--- src/rtl/eth_rx_uart_drain_ctrl.sv ---
// eth_rx_uart_drain_ctrl
// Read-side sequencer between the dual-clock receive FIFO and the UART debug
// transmitter. Pops one 10-bit word at a time ({frame_start, frame_end, data}),
// expands it into a short byte queue (optional EOF/SOF markers + data), and
// hands each byte to the UART with a start/busy handshake. Keeps frame and
// truncation statistics and a sticky flag for an unresponsive UART.
//
// Ports:
//   clk, rst            read-domain clock, asynchronous active-high reset
//   enable              permits new FIFO pops (queued bytes drain regardless)
//   clr_stats           synchronous clear of frame_count, trunc_count, tx_timeout
//   fifo_empty          FIFO empty flag
//   fifo_dout[9:0]      FIFO word, valid one cycle after fifo_rd_en
//   fifo_rd_en          single-cycle pop strobe
//   tx_data[7:0]        byte to UART, stable while tx_start=1
//   tx_start            byte request, held until tx_busy is sampled high
//   tx_busy             UART busy
//   in_frame            SOF accepted, closing byte not yet completed
//   frame_count[15:0]   completed frames (wrapping)
//   trunc_count[7:0]    frames restarted without an end flag (saturating)
//   tx_timeout          sticky: tx_busy never rose after tx_start
//
// state     | meaning
// ----------+----------------------------------------------------------
// IDLE      | send next queued byte, or start a pop when queue is empty
// POP       | fifo_rd_en strobe
// LATCH     | fifo_dout valid; build the byte queue for this word
// SEND      | tx_start high, waiting for tx_busy (with timeout)
// WAIT_DONE | UART accepted the byte, waiting for tx_busy to fall

module eth_rx_uart_drain_ctrl #(
    parameter logic [7:0] SOF_BYTE       = 8'h7E,
    parameter logic [7:0] EOF_BYTE       = 8'h0A,
    parameter bit         INSERT_MARKERS = 1'b1,
    parameter int         TIMEOUT_W      = 10,
    parameter int         BUSY_TIMEOUT   = 1023
) (
    input  logic        clk,
    input  logic        rst,
    input  logic        enable,
    input  logic        clr_stats,
    input  logic        fifo_empty,
    input  logic [9:0]  fifo_dout,
    output logic        fifo_rd_en,
    output logic [7:0]  tx_data,
    output logic        tx_start,
    input  logic        tx_busy,
    output logic        in_frame,
    output logic [15:0] frame_count,
    output logic [7:0]  trunc_count,
    output logic        tx_timeout
);

    localparam logic [TIMEOUT_W-1:0] TO_LAST = TIMEOUT_W'(BUSY_TIMEOUT - 1);

    typedef enum logic [2:0] {IDLE, POP, LATCH, SEND, WAIT_DONE} state_t;

    state_t state, state_nxt;

    // Worst case for one word is EOF, SOF, data, EOF (restart on a
    // one-word frame), so the queue has four slots.
    logic [7:0]           q_byte  [4];
    logic                 q_close [4];
    logic [2:0]           q_cnt;
    logic [TIMEOUT_W-1:0] to_cnt;

    logic       w_start, w_end, w_accept;
    logic [7:0] w_data;
    logic [7:0] b_byte  [4];
    logic       b_close [4];
    logic [2:0] b_cnt;

    logic timeout_hit, head_done, close_done, trunc_evt;

    assign w_start  = fifo_dout[9];
    assign w_end    = fifo_dout[8];
    assign w_data   = fifo_dout[7:0];
    assign w_accept = w_start | in_frame;

    assign trunc_evt   = (state == LATCH) && w_start && in_frame;
    assign timeout_hit = (state == SEND) && !tx_busy && (to_cnt == TO_LAST);
    assign head_done   = ((state == WAIT_DONE) && !tx_busy) || timeout_hit;
    // A dropped (timed-out) closing byte still ends the frame.
    assign close_done  = head_done && q_close[0];

    assign fifo_rd_en = (state == POP);
    assign tx_start   = (state == SEND);
    assign tx_data    = tx_start ? q_byte[0] : 8'h00;

    // Byte list for the word currently on fifo_dout. Only the final EOF (or
    // the end-flagged data byte without markers) closes a frame; the EOF
    // inserted for a truncated frame does not.
    always_comb begin
        b_byte  = '{default: 8'h00};
        b_close = '{default: 1'b0};
        b_cnt   = 3'd0;
        if (w_accept) begin
            if (INSERT_MARKERS && w_start && in_frame) begin
                b_byte[b_cnt[1:0]] = EOF_BYTE;
                b_cnt = b_cnt + 3'd1;
            end
            if (INSERT_MARKERS && w_start) begin
                b_byte[b_cnt[1:0]] = SOF_BYTE;
                b_cnt = b_cnt + 3'd1;
            end
            b_byte[b_cnt[1:0]]  = w_data;
            b_close[b_cnt[1:0]] = w_end && !INSERT_MARKERS;
            b_cnt = b_cnt + 3'd1;
            if (INSERT_MARKERS && w_end) begin
                b_byte[b_cnt[1:0]]  = EOF_BYTE;
                b_close[b_cnt[1:0]] = 1'b1;
                b_cnt = b_cnt + 3'd1;
            end
        end
    end

    always_ff @(posedge clk or posedge rst) begin
        if (rst) state <= IDLE;
        else     state <= state_nxt;
    end

    always_comb begin
        state_nxt = state;
        case (state)
            IDLE: begin
                if (q_cnt != 3'd0) begin
                    if (!tx_busy) state_nxt = SEND;
                end else if (enable && !fifo_empty) begin
                    state_nxt = POP;
                end
            end
            POP:       state_nxt = LATCH;
            LATCH:     state_nxt = IDLE;
            SEND: begin
                if (tx_busy)          state_nxt = WAIT_DONE;
                else if (timeout_hit) state_nxt = IDLE;
            end
            WAIT_DONE: if (!tx_busy) state_nxt = IDLE;
            default:   state_nxt = IDLE;
        endcase
    end

    always_ff @(posedge clk or posedge rst) begin
        if (rst) begin
            q_cnt <= 3'd0;
            for (int i = 0; i < 4; i++) begin
                q_byte[i]  <= 8'h00;
                q_close[i] <= 1'b0;
            end
        end else if (state == LATCH) begin
            q_cnt <= b_cnt;
            for (int i = 0; i < 4; i++) begin
                q_byte[i]  <= b_byte[i];
                q_close[i] <= b_close[i];
            end
        end else if (head_done) begin
            q_cnt <= q_cnt - 3'd1;
            for (int i = 0; i < 3; i++) begin
                q_byte[i]  <= q_byte[i+1];
                q_close[i] <= q_close[i+1];
            end
            q_byte[3]  <= 8'h00;
            q_close[3] <= 1'b0;
        end
    end

    // Outside SEND the counter is held at zero, so every SEND entry starts fresh.
    always_ff @(posedge clk or posedge rst) begin
        if (rst)                        to_cnt <= '0;
        else if (state != SEND)         to_cnt <= '0;
        else if (!tx_busy && !timeout_hit) to_cnt <= to_cnt + 1'b1;
    end

    always_ff @(posedge clk or posedge rst) begin
        if (rst)                              in_frame <= 1'b0;
        else if ((state == LATCH) && w_start) in_frame <= 1'b1;
        else if (close_done)                  in_frame <= 1'b0;
    end

    always_ff @(posedge clk or posedge rst) begin
        if (rst) begin
            frame_count <= 16'd0;
            trunc_count <= 8'd0;
            tx_timeout  <= 1'b0;
        end else if (clr_stats) begin
            frame_count <= 16'd0;
            trunc_count <= 8'd0;
            tx_timeout  <= 1'b0;
        end else begin
            if (close_done)                          frame_count <= frame_count + 16'd1;
            if (trunc_evt && (trunc_count != 8'hFF)) trunc_count <= trunc_count + 8'd1;
            if (timeout_hit)                         tx_timeout  <= 1'b1;
        end
    end

endmodule
--- config.mk ---
export PLATFORM = sky130hd
export DESIGN_NAME = eth_rx_uart_drain_ctrl
export DESIGN_NICKNAME = d
export VERILOG_FILES = /design/src/rtl/eth_rx_uart_drain_ctrl.sv
export SDC_FILE = /design/constraint.sdc
export NUM_CORES = 1
export LEC_CHECK = 0
export ABC_AREA = 0
export ABC_CLOCK_PERIOD_IN_PS = 4000
export CORE_UTILIZATION = 42
export DETAILED_ROUTE_END_ITERATION = 12
export DONT_BUFFER_PORTS = 1
export PLACE_DENSITY = 0.62
export SYNTH_ARGS = -nofsm -noshare
export SYNTH_HDL_FRONTEND = slang
export SYNTH_SLANG_ARGS = --single-unit
--- constraint.sdc ---
create_clock -name clk -period 4 [get_ports clk]
set_input_delay 0.8 -clock clk [delete_from_list [all_inputs] [get_ports clk]]
set_output_delay 0.8 -clock clk [all_outputs]
set_load 0.03 [all_outputs]
==> Yosys cells after proc, flatten, opt, wreduce, memory -nomap -nowiden <==
Index checks and enable logic that the tools add are counted.
{ "classes": {"n_reduce_logical": 26, "addsub": 7, "mul": 0, "shifts": 0, "n_mux": 47, "bitwise_logic": 10, "magnitude_cmp": 6, "n_eq_ne": 11, "div_mod_pow": 0} }
{ "ops": {"columns": ["op", "n"], "rows": [
  ["32-bit two-way mux", 6],
  ["8-bit two-way mux", 7],
  ["8-bit demux with 2-bit select", 3],
  ["3-bit two-way mux", 13],
  ["32-bit bitwise mux", 1],
  ["16-bit two-way mux", 2],
  ["24-bit bitwise AND", 1],
  ["24-bit inverter", 1],
  ["24-bit OR", 1],
  ["10-bit two-way mux", 2],
  ["4-bit two-way mux", 5],
  ["16-bit by 1-bit adder with 16-bit output (second input constant)", 1],
  ["1-bit logical AND", 13],
  ["3-bit case mux with 4 select lines", 1],
  ["2-bit nonzero test", 6],
  ["10-bit by 1-bit adder with 10-bit output (second input constant)", 1],
  ["10-bit == test (second input constant)", 1],
  ["3-bit by 1-bit adder with 3-bit output (second input constant)", 3],
  ["3-bit >= comparator (second input constant)", 3],
  ["3-bit by 1-bit less-than comparator with 1-bit output (second input constant)", 3],
  ["2-bit inverter with 3-bit output", 3],
  ["8-bit by 1-bit adder with 8-bit output (second input constant)", 1],
  ["8-bit bitwise AND", 1],
  ["8-bit inequality test (second input constant)", 1],
  ["18 further kinds", 27]
]} }
{ "word_totals": {"input_bits": 16, "latch_bits": 0, "regBits": 78, "mem_count": 0, "word_cells": 122, "ram_bits": 0, "output_inout_bits": 36, "mem_bits_ro": 0} }

==> Longest topological paths before layout <==
Gate-level depths: netlist (run 1).
{ "depth": {"word_depth": 17, "mapped_depth": 10, "depth_no_buf": 7} }

==> Worst setup path before layout (run 1) <==
No wires, ideal clock.
{ "synth_path": {"path_kind": "register to output", "startpoint": "register state[2]", "endpoint": "output tx_data[0]", "n_path_buf": 3, "setup_slack_ps": 1419, "arrival_ps": 1781, "path_stages_with_launch": 7, "required_ps": 3200, "path_cell_list": "dfrtp_1 -> buf_2 -> nand3b_1 -> clkbuf_1 -> inv_1 -> clkbuf_1 -> and2_1"} }
{ "synth_between": {"elab_chain_len": 2} }
{ "synth_lines": {"columns": ["element", "line", "rtl"], "rows": [
  ["start: declaration", "58", "state_t state, state_nxt;"],
  ["start signal: assignment", "119", "else state <= state_nxt;"],
  ["3-bit by 2-bit == test with 1-bit output", "87", "assign tx_start = (state == SEND);"],
  ["named net tx_start", "46", "output logic tx_start,"],
  ["8-bit two-way mux", "88", "assign tx_data = tx_start ? q_byte[0] : 8'h00;"],
  ["end: declaration", "45", "output logic [7:0] tx_data,"]
]} }
The timed path passes the listed nets, and every way through them passes these cells.

==> Final worst setup path (run 1) <==
{ "layout_path": {"startpoint": "register state[2]", "endpoint": "output tx_data[3]"} }
The elaborated chain is that of the path after synthesis.

==> results of run 1 <==
[where the power goes]
part,internal [uW],total (uW),leakage [uW],switching [uW]
clock network,303,600,0.0000983,297
registers,950,1070,0.00103,122
logic,203,563,0.000673,361
[through the flow]
stage / power [uW] / area, um^2 / setup slack, ns / hold WS, ns
floorplan: 1550 / 3950 / 1.20 / 0.449
global route: 2380 / 4180 / 0.813 / 0.445
global placement: 1640 / 3980 / 1.17 / 0.461
detailed placement: 1650 / 3980 / 1.09 / 0.474
finish: 2230 / 4180 / 0.994 / 0.400
CTS: 2260 / 4180 / 0.944 / 0.421
[critical path, stage by stage, from the launching register on]
cell and delay (ns):
dfrtp_1 0.47, nand3b_1 0.48, inv_1 0.52, and2_1 0.39
[state kept, by name, indices dropped and copies added, names as in the netlist]
| signal | flops |
|---|---|
| frame_count | 16 |
| q_byte | 32 |
| q_close | 4 |
| tx_timeout | 1 |
| q_cnt | 3 |
| state | 3 |
| in_frame | 1 |
| to_cnt | 10 |
| trunc_count | 8 |
[cell families (layout without fill, tap and decap cells)]
family	count (synthesis)	after routing
and+or+nand+nor	190	190
AOI/OAI and AO/OA	90	90
DFF	78	78
buffers and inverters	40	29
xor gates and xnor gates	17	17
adders and majority gates	6	6
muxes	2	2
[Yosys cell counts, drive strengths merged (3+ instances only)]
master    n  area [um^2]
a211oi    5         37.5
a21boi    3         22.5
a21o      6         45.0
a21oi    28          140
a22oi     6         45.0
and2     10         62.6
and3      9         56.3
and4      3         26.3
buf      14         80.1
clkbuf   16         61.3
dfrtp    78         1950
ha        6         75.1
inv      10         37.5
nand2    33          124
nand3    47          235
nand4     6         43.8
nor2     41          156
nor2b     5         31.3
nor3      9         56.3
o2111ai   3         26.3
o211ai   13          111
o21ai    19         95.1
or3      13         81.3
xnor2     7         61.3
xor2     10         87.6
[cell type report]
cell class	instances	area, um^2
Clock buffer	10	138
Clock inverter	5	60.1
Fill cell	880	5020
Inverter	10	38.8
Multi-Input combinational cell	305	1820
Sequential cell	78	1950
Tap cell	111	139
Timing Repair Buffer	4	30.0
[routing by layer]
| layer | track usage [%] | part of all wire (%) | vias up |
|---|---|---|---|
| met1 | 23.1 | 45 | 1477 |
| met2 | 31.9 | 49 | 54 |
| li1 | - | - | 1462 |
| met4 | 5.63 | 0.44 | 0 |
| met5 | 0 | 0 | - |
| met3 | 5.82 | 5.1 | 2 |
[worst paths after layout]
kind,end,slack (ns),cells past startpoint
worst max-delay path,tx_data[3],0.99,3
worst min-delay path,frame_count[10],0.40,1
worst max register to register,frame_count[15],1.15,5
worst min register to register,q_byte[1],0.49,1
max in group asynchronous,q_byte[30],2.64,2
min in group clk,q_byte[1],0.49,1
==> flow_results.xml, run 1 <==
<?xml version="1.0" encoding="UTF-8"?>
<metrics>
  <group name="run_status">
    <metric name="status" unit="">finished clean</metric>
  </group>
  <group name="floorplanning">
    <metric name="die_height" unit="um">99.0</metric>
    <metric name="core" unit="mm^2">0.00920</metric>
    <metric name="design.portCount" unit="">52</metric>
    <metric name="die-area" unit="mm^2">0.00980</metric>
    <metric name="start_util" unit="%">43.0</metric>
    <metric name="floorplan.die.width" unit="um">99.0</metric>
    <metric name="cell_row_count" unit="">35</metric>
  </group>
  <group name="critical_path">
    <metric name="path_class" unit="">flip-flop to primary output</metric>
    <metric name="critical_path_required" unit="ns">3.20</metric>
    <metric name="critical_path.endpoint_type" unit="">primary output</metric>
    <metric name="critical_path.startpoint" unit="">state[2]</metric>
    <metric name="critPathMaxFanout" unit="">11</metric>
    <metric name="worst_r2r_startpoint" unit="">state[2]</metric>
    <metric name="start_kind" unit="">flip-flop</metric>
    <metric name="worstPathArrival" unit="ns">2.21</metric>
  </group>
  <group name="timing">
    <metric name="fmaxAchievable" unit="MHz">333</metric>
    <metric name="grt_setup_unrepaired" unit="">false</metric>
    <metric name="worst_slew_pin_tran" unit="ns">1.02</metric>
    <metric name="slew-limit-headroom" unit="%">31.7</metric>
    <metric name="period_share" unit="%">75.1</metric>
    <metric name="finalClockSkew" unit="ns">0.0113</metric>
    <metric name="fin_crit" unit="ns">3.01</metric>
    <metric name="final-setup-viol-count" unit="">0</metric>
    <metric name="fin_tns_setup" unit="ns">0</metric>
    <metric name="finalMaxSlewViolations" unit="">0</metric>
    <metric name="final_report_hold_violation_count" unit="">0</metric>
  </group>
  <group name="drt">
    <metric name="routed_wl" unit="um">8700</metric>
    <metric name="drc" unit="">0</metric>
    <metric name="route.vias.total" unit="">2995</metric>
    <metric name="dr.pass1.iters" unit="">5</metric>
    <metric name="ant_nets" unit="">0</metric>
    <metric name="drt-wirelength-per-cell" unit="um">16.6</metric>
    <metric name="detailedRoute.firstIterationViolations" unit="">176</metric>
    <metric name="vias_per_cell" unit="">5.73</metric>
  </group>
  <group name="global_routing">
    <metric name="grt_pass1_vias" unit="">2897</metric>
    <metric name="gr-usage-all-layers" unit="%">18.8</metric>
    <metric name="grt_max_degree" unit="">41</metric>
    <metric name="number_of_antenna_violations_at_the_first_check_in_global_routing" unit="">0</metric>
    <metric name="grt_remaining_overflow" unit="">0</metric>
    <metric name="global_route_wire_length_before_repair" unit="um">14500</metric>
  </group>
  <group name="finish">
    <metric name="instances_no_fill" unit="">523</metric>
    <metric name="num_antenna_cells" unit="">0</metric>
    <metric name="most_common_cell_after_layout_fill_and_taps_aside" unit="">dfrtp_1</metric>
    <metric name="final_nets" unit="">430</metric>
    <metric name="layout.cells.most_common_list" unit="">dfrtp_1, nand3_1, nor2_1</metric>
    <metric name="final_core_utilization" unit="%">45.4</metric>
    <metric name="area.growth.synth_to_final" unit="%">5.73</metric>
    <metric name="final_layout_size_suffix_gt1_share" unit="%">7.04</metric>
  </group>
  <group name="synthesis">
    <metric name="largest_family_of_logic_cells_by_synthesized_area" unit="">simple AND/OR/NAND/NOR gates</metric>
    <metric name="synthXorXnorAreaFrac" unit="%">3.77</metric>
    <metric name="syn-cell-area" unit="mm^2">0.00395</metric>
    <metric name="postSynthRegisterBits" unit="">78</metric>
    <metric name="post_synth_num_cell_types" unit="">50</metric>
    <metric name="yosysSeqAreaShare" unit="%">49.4</metric>
    <metric name="post_synth_and_or_nand_nor_area_fraction" unit="%">25.3</metric>
    <metric name="syn-num-nets" unit="">445</metric>
    <metric name="post_synth.cell_area_avg" unit="um^2">9.34</metric>
    <metric name="muxShareOfSynthArea" unit="%">0.506</metric>
    <metric name="async_reset_ff_share" unit="%">100</metric>
    <metric name="synth_ff_type" unit="">dfrtp_1</metric>
    <metric name="yosysWarningCount" unit="">0</metric>
    <metric name="synth-compound-area-share" unit="%">14.6</metric>
    <metric name="fraction_of_the_mapped_netlist_area_in_adder_cells" unit="%">1.90</metric>
    <metric name="number_of_synthesized_flops_with_an_enable_pin" unit="">0</metric>
    <metric name="synthesis.instances" unit="">423</metric>
  </group>
  <group name="placement">
    <metric name="io_buffers" unit="">0</metric>
    <metric name="post-dp-hpwl" unit="um">5700</metric>
    <metric name="numPlacedInstances" unit="">508</metric>
    <metric name="gp_routability_congestion" unit="">0.753</metric>
  </group>
  <group name="flow_run">
    <metric name="drv_cap" unit="">0</metric>
  </group>
  <group name="cts">
    <metric name="cts_post_setup_buffers_inserted" unit="">0</metric>
    <metric name="cts_resized" unit="">0</metric>
    <metric name="maximum_number_of_buffers_from_clock_root_to_sink" unit="">2</metric>
    <metric name="cts_buffers" unit="">9</metric>
    <metric name="cts_max_level" unit="">3</metric>
    <metric name="clk_root_buffer_cell" unit="">clkbuf_8</metric>
    <metric name="worst_skew_pair.late_latency" unit="ns">0.35</metric>
    <metric name="tritoncts_clock_tree" unit="">yes</metric>
    <metric name="clock_sink_count" unit="">78</metric>
    <metric name="holdBufCountCts" unit="">0</metric>
    <metric name="clock_pin_slew_reported_for_the_worst_setup_and_hold_paths_after_clock_tree_synthesis" unit="ns">0.09</metric>
  </group>
  <group name="power_and_ir_drop">
    <metric name="max-vdd-ir-drop" unit="mV">0.172</metric>
    <metric name="power.static_leakage" unit="uW">0.00181</metric>
    <metric name="power.density_cell_area" unit="mW/mm^2">535</metric>
  </group>
  <group name="worst_hold_path">
    <metric name="holdCritPathClass" unit="">primary input to asynchronous set/reset pin</metric>
  </group>
</metrics>
No activity file was read; power rests on OpenSTA's default activity.
==> run 2, diff against run 1 <==
--- a/config.mk
+++ b/config.mk
@@ -6,11 +6,11 @@
 export NUM_CORES = 1
 export LEC_CHECK = 0
 export ABC_AREA = 0
-export ABC_CLOCK_PERIOD_IN_PS = 4000
+export ABC_CLOCK_PERIOD_IN_PS = 2600
 export CORE_UTILIZATION = 42
 export DETAILED_ROUTE_END_ITERATION = 12
 export DONT_BUFFER_PORTS = 1
-export PLACE_DENSITY = 0.62
+export PLACE_DENSITY = 0.65
 export SYNTH_ARGS = -nofsm -noshare
 export SYNTH_HDL_FRONTEND = slang
 export SYNTH_SLANG_ARGS = --single-unit
==> constraint.sdc (replaced) <==
create_clock -name clk -period 2.6 [get_ports clk]
set_input_delay 0.52 -clock clk [delete_from_list [all_inputs] [get_ports clk]]
set_output_delay 0.52 -clock clk [all_outputs]
set_load 0.03 [all_outputs]
==> run 2 against run 1 <==
Effect of this change: clock-buffer cell count did not move; total power grew 58%; routed wire length about the same; non-clock buffer count increased by 12; sequential share of layout area decreased by 1.3 points; critical path depth unchanged; clock power rose by 65%; global-route usage grew 0.19 points; register-to-register slack worse by 0.86 ns; cell count is 2.5% higher; first-iteration DRC count is 6.3% higher; die area unchanged; largest cell class unchanged.
==> flow_results.xml, run 2 (synthesis gave the netlist of run 1 again) <==
<?xml version="1.0" encoding="UTF-8"?>
<metrics>
  <group name="run_status">
    <metric name="status" unit="">finished clean</metric>
  </group>
  <group name="finish">
    <metric name="layout.cells.most_common_list" unit="">dfrtp_1, nand3_1, nor2_1</metric>
    <metric name="area.growth.synth_to_final" unit="%">8.74</metric>
    <metric name="layout_top_registers" unit="">q_byte: 32 flops, frame_count: 16 flops, to_cnt: 10 flops</metric>
    <metric name="final_layout_size_suffix_gt1_share" unit="%">9.65</metric>
    <metric name="final_nets" unit="">442</metric>
    <metric name="num_antenna_cells" unit="">0</metric>
    <metric name="finalInstanceArea" unit="mm^2">0.00430</metric>
    <metric name="top_register" unit="">q_byte</metric>
    <metric name="most_common_cell_after_layout_fill_and_taps_aside" unit="">dfrtp_1</metric>
    <metric name="flip_flop_count_of_the_largest_register_all_copies_and_words_added" unit="">32</metric>
  </group>
  <group name="timing">
    <metric name="period_share" unit="%">93.9</metric>
    <metric name="final-setup-viol-count" unit="">0</metric>
    <metric name="worst_slew_pin_tran" unit="ns">0.819</metric>
    <metric name="final_report_hold_violation_count" unit="">0</metric>
    <metric name="final_critical_path_setup_slack" unit="ns">0.159</metric>
    <metric name="finalMaxSlewViolations" unit="">0</metric>
    <metric name="fin_crit" unit="ns">2.44</metric>
    <metric name="finalClockSkew" unit="ns">0.00900</metric>
    <metric name="fin_tns_setup" unit="ns">0</metric>
    <metric name="slew-limit-headroom" unit="%">45.4</metric>
    <metric name="fmaxAchievable" unit="MHz">410</metric>
    <metric name="grt_setup_unrepaired" unit="">false</metric>
  </group>
  <group name="drt">
    <metric name="vias_per_cell" unit="">5.69</metric>
    <metric name="routed_wl" unit="um">8700</metric>
    <metric name="dr.pass1.iters" unit="">4</metric>
    <metric name="detailedRoute.firstIterationViolations" unit="">187</metric>
    <metric name="drt-wirelength-per-cell" unit="um">16.2</metric>
    <metric name="ant_nets" unit="">0</metric>
    <metric name="route.vias.total" unit="">3051</metric>
    <metric name="drc" unit="">0</metric>
  </group>
  <group name="cts">
    <metric name="cts_post_setup_buffers_inserted" unit="">0</metric>
    <metric name="tritoncts_clock_tree" unit="">yes</metric>
    <metric name="clock_sink_count" unit="">78</metric>
    <metric name="cts_buffers" unit="">9</metric>
    <metric name="worst_skew_pair.late_latency" unit="ns">0.34</metric>
    <metric name="clock_pin_slew_reported_for_the_worst_setup_and_hold_paths_after_clock_tree_synthesis" unit="ns">0.08</metric>
    <metric name="cts_max_level" unit="">3</metric>
    <metric name="clk_root_buffer_cell" unit="">clkbuf_8</metric>
    <metric name="holdBufCountCts" unit="">0</metric>
    <metric name="cts_resized" unit="">0</metric>
    <metric name="maximum_number_of_buffers_from_clock_root_to_sink" unit="">2</metric>
  </group>
  <group name="power_and_ir_drop">
    <metric name="power.static_leakage" unit="uW">0.00188</metric>
    <metric name="max-vdd-ir-drop" unit="mV">0.323</metric>
    <metric name="power.density_cell_area" unit="mW/mm^2">824</metric>
  </group>
  <group name="floorplanning">
    <metric name="cell_row_count" unit="">35</metric>
    <metric name="die_height" unit="um">99.0</metric>
    <metric name="core" unit="mm^2">0.00920</metric>
    <metric name="die-area" unit="mm^2">0.00980</metric>
    <metric name="floorplan.die.width" unit="um">99.0</metric>
    <metric name="design.portCount" unit="">52</metric>
    <metric name="start_util" unit="%">43.0</metric>
  </group>
  <group name="placement">
    <metric name="post-dp-hpwl" unit="um">5910</metric>
    <metric name="post-place-ws" unit="ns">0.282</metric>
    <metric name="io_buffers" unit="">0</metric>
    <metric name="gp_routability_congestion" unit="">0.786</metric>
    <metric name="place_area" unit="mm^2">0.00408</metric>
  </group>
  <group name="flow_run">
    <metric name="drv_cap" unit="">0</metric>
  </group>
  <group name="critical_path">
    <metric name="path_class" unit="">flip-flop to primary output</metric>
    <metric name="critical_path.endpoint_type" unit="">primary output</metric>
    <metric name="worst_path_buf_inv" unit="">1</metric>
    <metric name="path_delay_family" unit="">simple AND/OR/NAND/NOR gates</metric>
    <metric name="crit_path_top_delay_cell" unit="">dfrtp_1</metric>
    <metric name="worstPathArrival" unit="ns">1.92</metric>
    <metric name="cpPeakStageDelay" unit="ns">0.55</metric>
    <metric name="start_kind" unit="">flip-flop</metric>
    <metric name="path_cells" unit="">nand3b_1 -&gt; inv_1 -&gt; and2_1</metric>
    <metric name="critPathMaxFanout" unit="">11</metric>
    <metric name="critical_path_required" unit="ns">2.08</metric>
  </group>
  <group name="global_routing">
    <metric name="global_route_wire_length_before_repair" unit="um">14700</metric>
    <metric name="number_of_antenna_violations_at_the_first_check_in_global_routing" unit="">0</metric>
    <metric name="grt_remaining_overflow" unit="">0</metric>
    <metric name="grt_max_degree" unit="">47</metric>
    <metric name="grt_pass1_vias" unit="">2898</metric>
    <metric name="gr-usage-all-layers" unit="%">19.0</metric>
  </group>
  <group name="worst_hold_path">
    <metric name="holdCritPathClass" unit="">primary input to asynchronous set/reset pin</metric>
  </group>
</metrics>
## run 2: power breakdown
part | leakage, uW | internal, uW | switching [uW]
combinational | 0.000740 | 346 | 569
sequential | 0.00103 | 1460 | 176
clock | 0.000106 | 540 | 449
total | 0.00188 | 2350 | 1190
## run 2: worst reg2reg max path, cell delays in order (launching register included)
cell	delay [ns]
dfrtp_1	0.55
nand3b_1	0.32
nor4b_4	0.36
o211ai_1	0.37
or4_1	0.50
a21oi_1	0.15
## run 2: path summary, 6_finish.rpt
path                                 start              end  slack (ns)  depth (start not counted)
worst max-delay path              state[0]       tx_data[1]        0.16                          3
worst min-delay path                   rst        to_cnt[7]        0.11                          1
worst max register to register    state[0]  frame_count[15]        0.29                          5
worst min register to register  q_byte[13]       q_byte[21]        0.48                          2
max in group asynchronous              rst       q_byte[30]        1.85                          2
min in group clk                 clr_stats   frame_count[5]        0.23                          1
## run 2: cell type report
| cell class | instances | area, um^2 |
|---|---|---|
| fillers | 866 | 4900 |
| flip-flops and latches | 78 | 1950 |
| clock inverters | 6 | 86.3 |
| multi-input cells | 305 | 1820 |
| repair buffers | 16 | 133 |
| inverters | 10 | 38.8 |
| well taps | 111 | 139 |
| clock buffers | 10 | 128 |
## run 2: metrics by stage
| step | total power [uW] | util (%) | cells | hold WS (ns) |
|---|---|---|---|---|
| after global routing | 3760 | 46.7 | 536 | 0.143 |
| after detailed placement | 2580 | 44.4 | 520 | 0.463 |
| final | 3540 | 46.7 | 536 | 0.111 |
| after floorplan | 2380 | - | 423 | 0.449 |
| after CTS | 3570 | 46.7 | 536 | 0.129 |
| after global placement | 2550 | 44.4 | 520 | 0.460 |
## run 2: routing by layer
metal / vias to the layer above / track usage (%) / share of wire (%)
met5: - / 0 / 0
met3: 5 / 4.82 / 4.7
met1: 1485 / 25.8 / 47
li1: 1498 / - / -
met4: 0 / 6.77 / 1.0
met2: 63 / 29.6 / 48
==> run 3, diff against run 2 <==
--- a/config.mk
+++ b/config.mk
@@ -7,10 +7,10 @@
 export LEC_CHECK = 0
 export ABC_AREA = 0
 export ABC_CLOCK_PERIOD_IN_PS = 2600
-export CORE_UTILIZATION = 42
+export CORE_UTILIZATION = 40
 export DETAILED_ROUTE_END_ITERATION = 12
 export DONT_BUFFER_PORTS = 1
-export PLACE_DENSITY = 0.65
+export PLACE_DENSITY = 0.62
 export SYNTH_ARGS = -nofsm -noshare
 export SYNTH_HDL_FRONTEND = slang
 export SYNTH_SLANG_ARGS = --single-unit
==> run 3 against run 2 <==
Effect of this change: routed wire length increased by 0.39%; clock-buffer cell count fell by 1; largest cell class unchanged; critical endpoint is now tx_data[3]; hold slack worse by 0.0063 ns; largest power group unchanged.
==> flow_results.xml, run 3 (synthesis gave the netlist of run 1 again) <==
<?xml version="1.0" encoding="UTF-8"?>
<metrics>
  <group name="run_status">
    <metric name="status" unit="">finished clean</metric>
  </group>
  <group name="cts">
    <metric name="clock_sink_count" unit="">78</metric>
    <metric name="worst_skew_pair.late_latency" unit="ns">0.36</metric>
    <metric name="cts_buffers" unit="">9</metric>
    <metric name="cts_post_setup_buffers_inserted" unit="">0</metric>
    <metric name="clock_pin_slew_reported_for_the_worst_setup_and_hold_paths_after_clock_tree_synthesis" unit="ns">0.09</metric>
    <metric name="cts_max_level" unit="">3</metric>
    <metric name="maximum_number_of_buffers_from_clock_root_to_sink" unit="">2</metric>
    <metric name="cts_resized" unit="">0</metric>
    <metric name="holdBufCountCts" unit="">0</metric>
    <metric name="tritoncts_clock_tree" unit="">yes</metric>
    <metric name="clk_root_buffer_cell" unit="">clkbuf_8</metric>
  </group>
  <group name="timing">
    <metric name="worst_slew_pin_tran" unit="ns">0.882</metric>
    <metric name="fin_tns_setup" unit="ns">0</metric>
    <metric name="final-setup-viol-count" unit="">0</metric>
    <metric name="period_share" unit="%">92.0</metric>
    <metric name="final_critical_path_setup_slack" unit="ns">0.209</metric>
    <metric name="finalClockSkew" unit="ns">0.0129</metric>
    <metric name="fmaxAchievable" unit="MHz">418</metric>
    <metric name="fin_crit" unit="ns">2.39</metric>
    <metric name="finalMaxSlewViolations" unit="">0</metric>
    <metric name="grt_setup_unrepaired" unit="">false</metric>
    <metric name="final_report_hold_violation_count" unit="">0</metric>
    <metric name="slew-limit-headroom" unit="%">41.0</metric>
  </group>
  <group name="global_routing">
    <metric name="grt_remaining_overflow" unit="">0</metric>
    <metric name="grt_max_degree" unit="">44</metric>
    <metric name="number_of_antenna_violations_at_the_first_check_in_global_routing" unit="">0</metric>
    <metric name="grt_pass1_vias" unit="">2987</metric>
    <metric name="gr-usage-all-layers" unit="%">18.7</metric>
    <metric name="global_route_wire_length_before_repair" unit="um">14900</metric>
  </group>
  <group name="critical_path">
    <metric name="critPathMaxFanout" unit="">10</metric>
    <metric name="crit_path_top_delay_cell" unit="">dfrtp_1</metric>
    <metric name="worstPathArrival" unit="ns">1.87</metric>
    <metric name="reg2reg_setup_slack" unit="ns">0.27</metric>
    <metric name="critical_path.endpoint_type" unit="">primary output</metric>
    <metric name="cpPeakStageDelay" unit="ns">0.48</metric>
    <metric name="worst_r2r_startpoint" unit="">to_cnt[0]</metric>
    <metric name="start_kind" unit="">flip-flop</metric>
    <metric name="path_class" unit="">flip-flop to primary output</metric>
    <metric name="critical_path_required" unit="ns">2.08</metric>
    <metric name="path_cells" unit="">nand3b_1 -&gt; buf_4 -&gt; inv_1 -&gt; and2_1</metric>
    <metric name="critical_path.startpoint" unit="">state[2]</metric>
  </group>
  <group name="floorplanning">
    <metric name="design.portCount" unit="">52</metric>
    <metric name="start_util" unit="%">42.0</metric>
    <metric name="floorplan.die.width" unit="um">101</metric>
    <metric name="die-area" unit="mm^2">0.0103</metric>
    <metric name="cell_row_count" unit="">35</metric>
    <metric name="core" unit="mm^2">0.00942</metric>
    <metric name="die_height" unit="um">101</metric>
  </group>
  <group name="power_and_ir_drop">
    <metric name="power.static_leakage" unit="uW">0.00184</metric>
    <metric name="power.density_cell_area" unit="mW/mm^2">788</metric>
    <metric name="cell_internal_pwr" unit="uW">2150</metric>
    <metric name="total_switching_power" unit="uW">1230</metric>
    <metric name="pwr-share-clk" unit="%">24.9</metric>
    <metric name="p_comb_share" unit="%">26.4</metric>
    <metric name="switching_share" unit="%">36.3</metric>
    <metric name="share_seq_of_total_power" unit="%">48.6</metric>
    <metric name="max-vdd-ir-drop" unit="mV">0.278</metric>
  </group>
  <group name="worst_hold_path">
    <metric name="holdCritPathClass" unit="">primary input to asynchronous set/reset pin</metric>
  </group>
  <group name="drt">
    <metric name="dr.pass1.iters" unit="">5</metric>
    <metric name="drc" unit="">0</metric>
    <metric name="detailedRoute.firstIterationViolations" unit="">236</metric>
    <metric name="routed_wl" unit="um">8730</metric>
    <metric name="vias_per_cell" unit="">5.54</metric>
    <metric name="ant_nets" unit="">0</metric>
    <metric name="route.vias.total" unit="">3058</metric>
    <metric name="drt-wirelength-per-cell" unit="um">15.8</metric>
  </group>
  <group name="finish">
    <metric name="most_common_cell_after_layout_fill_and_taps_aside" unit="">dfrtp_1</metric>
    <metric name="layout_top_registers" unit="">q_byte: 32 flops, frame_count: 16 flops, to_cnt: 10 flops</metric>
    <metric name="top_register" unit="">q_byte</metric>
    <metric name="final_nets" unit="">440</metric>
    <metric name="final_layout_size_suffix_gt1_share" unit="%">9.46</metric>
    <metric name="finalInstanceArea" unit="mm^2">0.00429</metric>
    <metric name="num_antenna_cells" unit="">0</metric>
    <metric name="layout.cells.most_common_list" unit="">dfrtp_1, nand3_1, nor2_1</metric>
    <metric name="area.growth.synth_to_final" unit="%">8.42</metric>
    <metric name="flip_flop_count_of_the_largest_register_all_copies_and_words_added" unit="">32</metric>
  </group>
  <group name="flow_run">
    <metric name="drv_cap" unit="">0</metric>
  </group>
  <group name="placement">
    <metric name="gp_routability_congestion" unit="">0.746</metric>
    <metric name="post-place-ws" unit="ns">0.260</metric>
    <metric name="post-dp-hpwl" unit="um">5950</metric>
    <metric name="io_buffers" unit="">0</metric>
    <metric name="place_area" unit="mm^2">0.00410</metric>
  </group>
</metrics>
[run 3: cell types whose count changed in the layout (fill, tap and decap cells not counted)]
cell	change
bufinv_16	-2
inv_6	+1
inv_8	+1
clkinv_4	-1
clkbuf_1	-1
clkinvlp_4	+4
clkinv_2	-2
buf_4	-3
buf_12	+1
[run 3: cell type report]
cell class	instances	area [um^2]
Sequential cell	78	1950
Timing Repair Buffer	14	130
Clock inverter	7	57.6
Multi-Input combinational cell	305	1820
Clock buffer	9	124
Fill cell	889	5130
Tap cell	129	161
Inverter	10	38.8
[run 3: through the flow]
step / std cells / power, uW / util [%] / hold slack (ns)
2_1_floorplan: 423 / 2380 / - / 0.449
3_3_place_gp: 536 / 2540 / 43.6 / 0.467
3_5_place_dp: 536 / 2570 / 43.6 / 0.466
4_1_cts: 552 / 3420 / 45.5 / 0.115
5_1_grt: 552 / 3610 / 45.5 / 0.142
6_report: 552 / 3380 / 45.5 / 0.104
[run 3: worst max-delay path: cells and delay by family (launching register included)]
| kind | cells | cell delay (ns) |
|---|---|---|
| AND/OR/NAND/NOR | 2 | 0.63 |
| buffers and inverters | 2 | 0.41 |
| flip-flops | 1 | 0.48 |
[run 3: power groups by stage]
stage                     Clock, uW  Combinational (uW)  Sequential [uW]
after detailed placement          0                 903             1660
after global placement            0                 880             1660
after CTS                       870                 906             1640
after floorplan                   0                 793             1590
final                           843                 893             1640
after global routing            918                1020             1680
[run 3: layer usage]
layer  global-route usage, %  vias up  share of wire, %
li1                        -     1494                 -
met1                    25.8     1500                48
met2                    27.7       50                45
met3                    4.62       14               4.8
met4                    8.92        0               2.1
met5                       0        -                 0
[run 3: path summary, 6_finish.rpt]
path | to | depth (start not counted)
worst max-delay path | tx_data[3] | 4
worst min-delay path | frame_count[9] | 1
worst max register to register | frame_count[15] | 7
worst min register to register | q_byte[22] | 2
max in group asynchronous | q_byte[31] | 2
min in group clk | frame_count[9] | 1
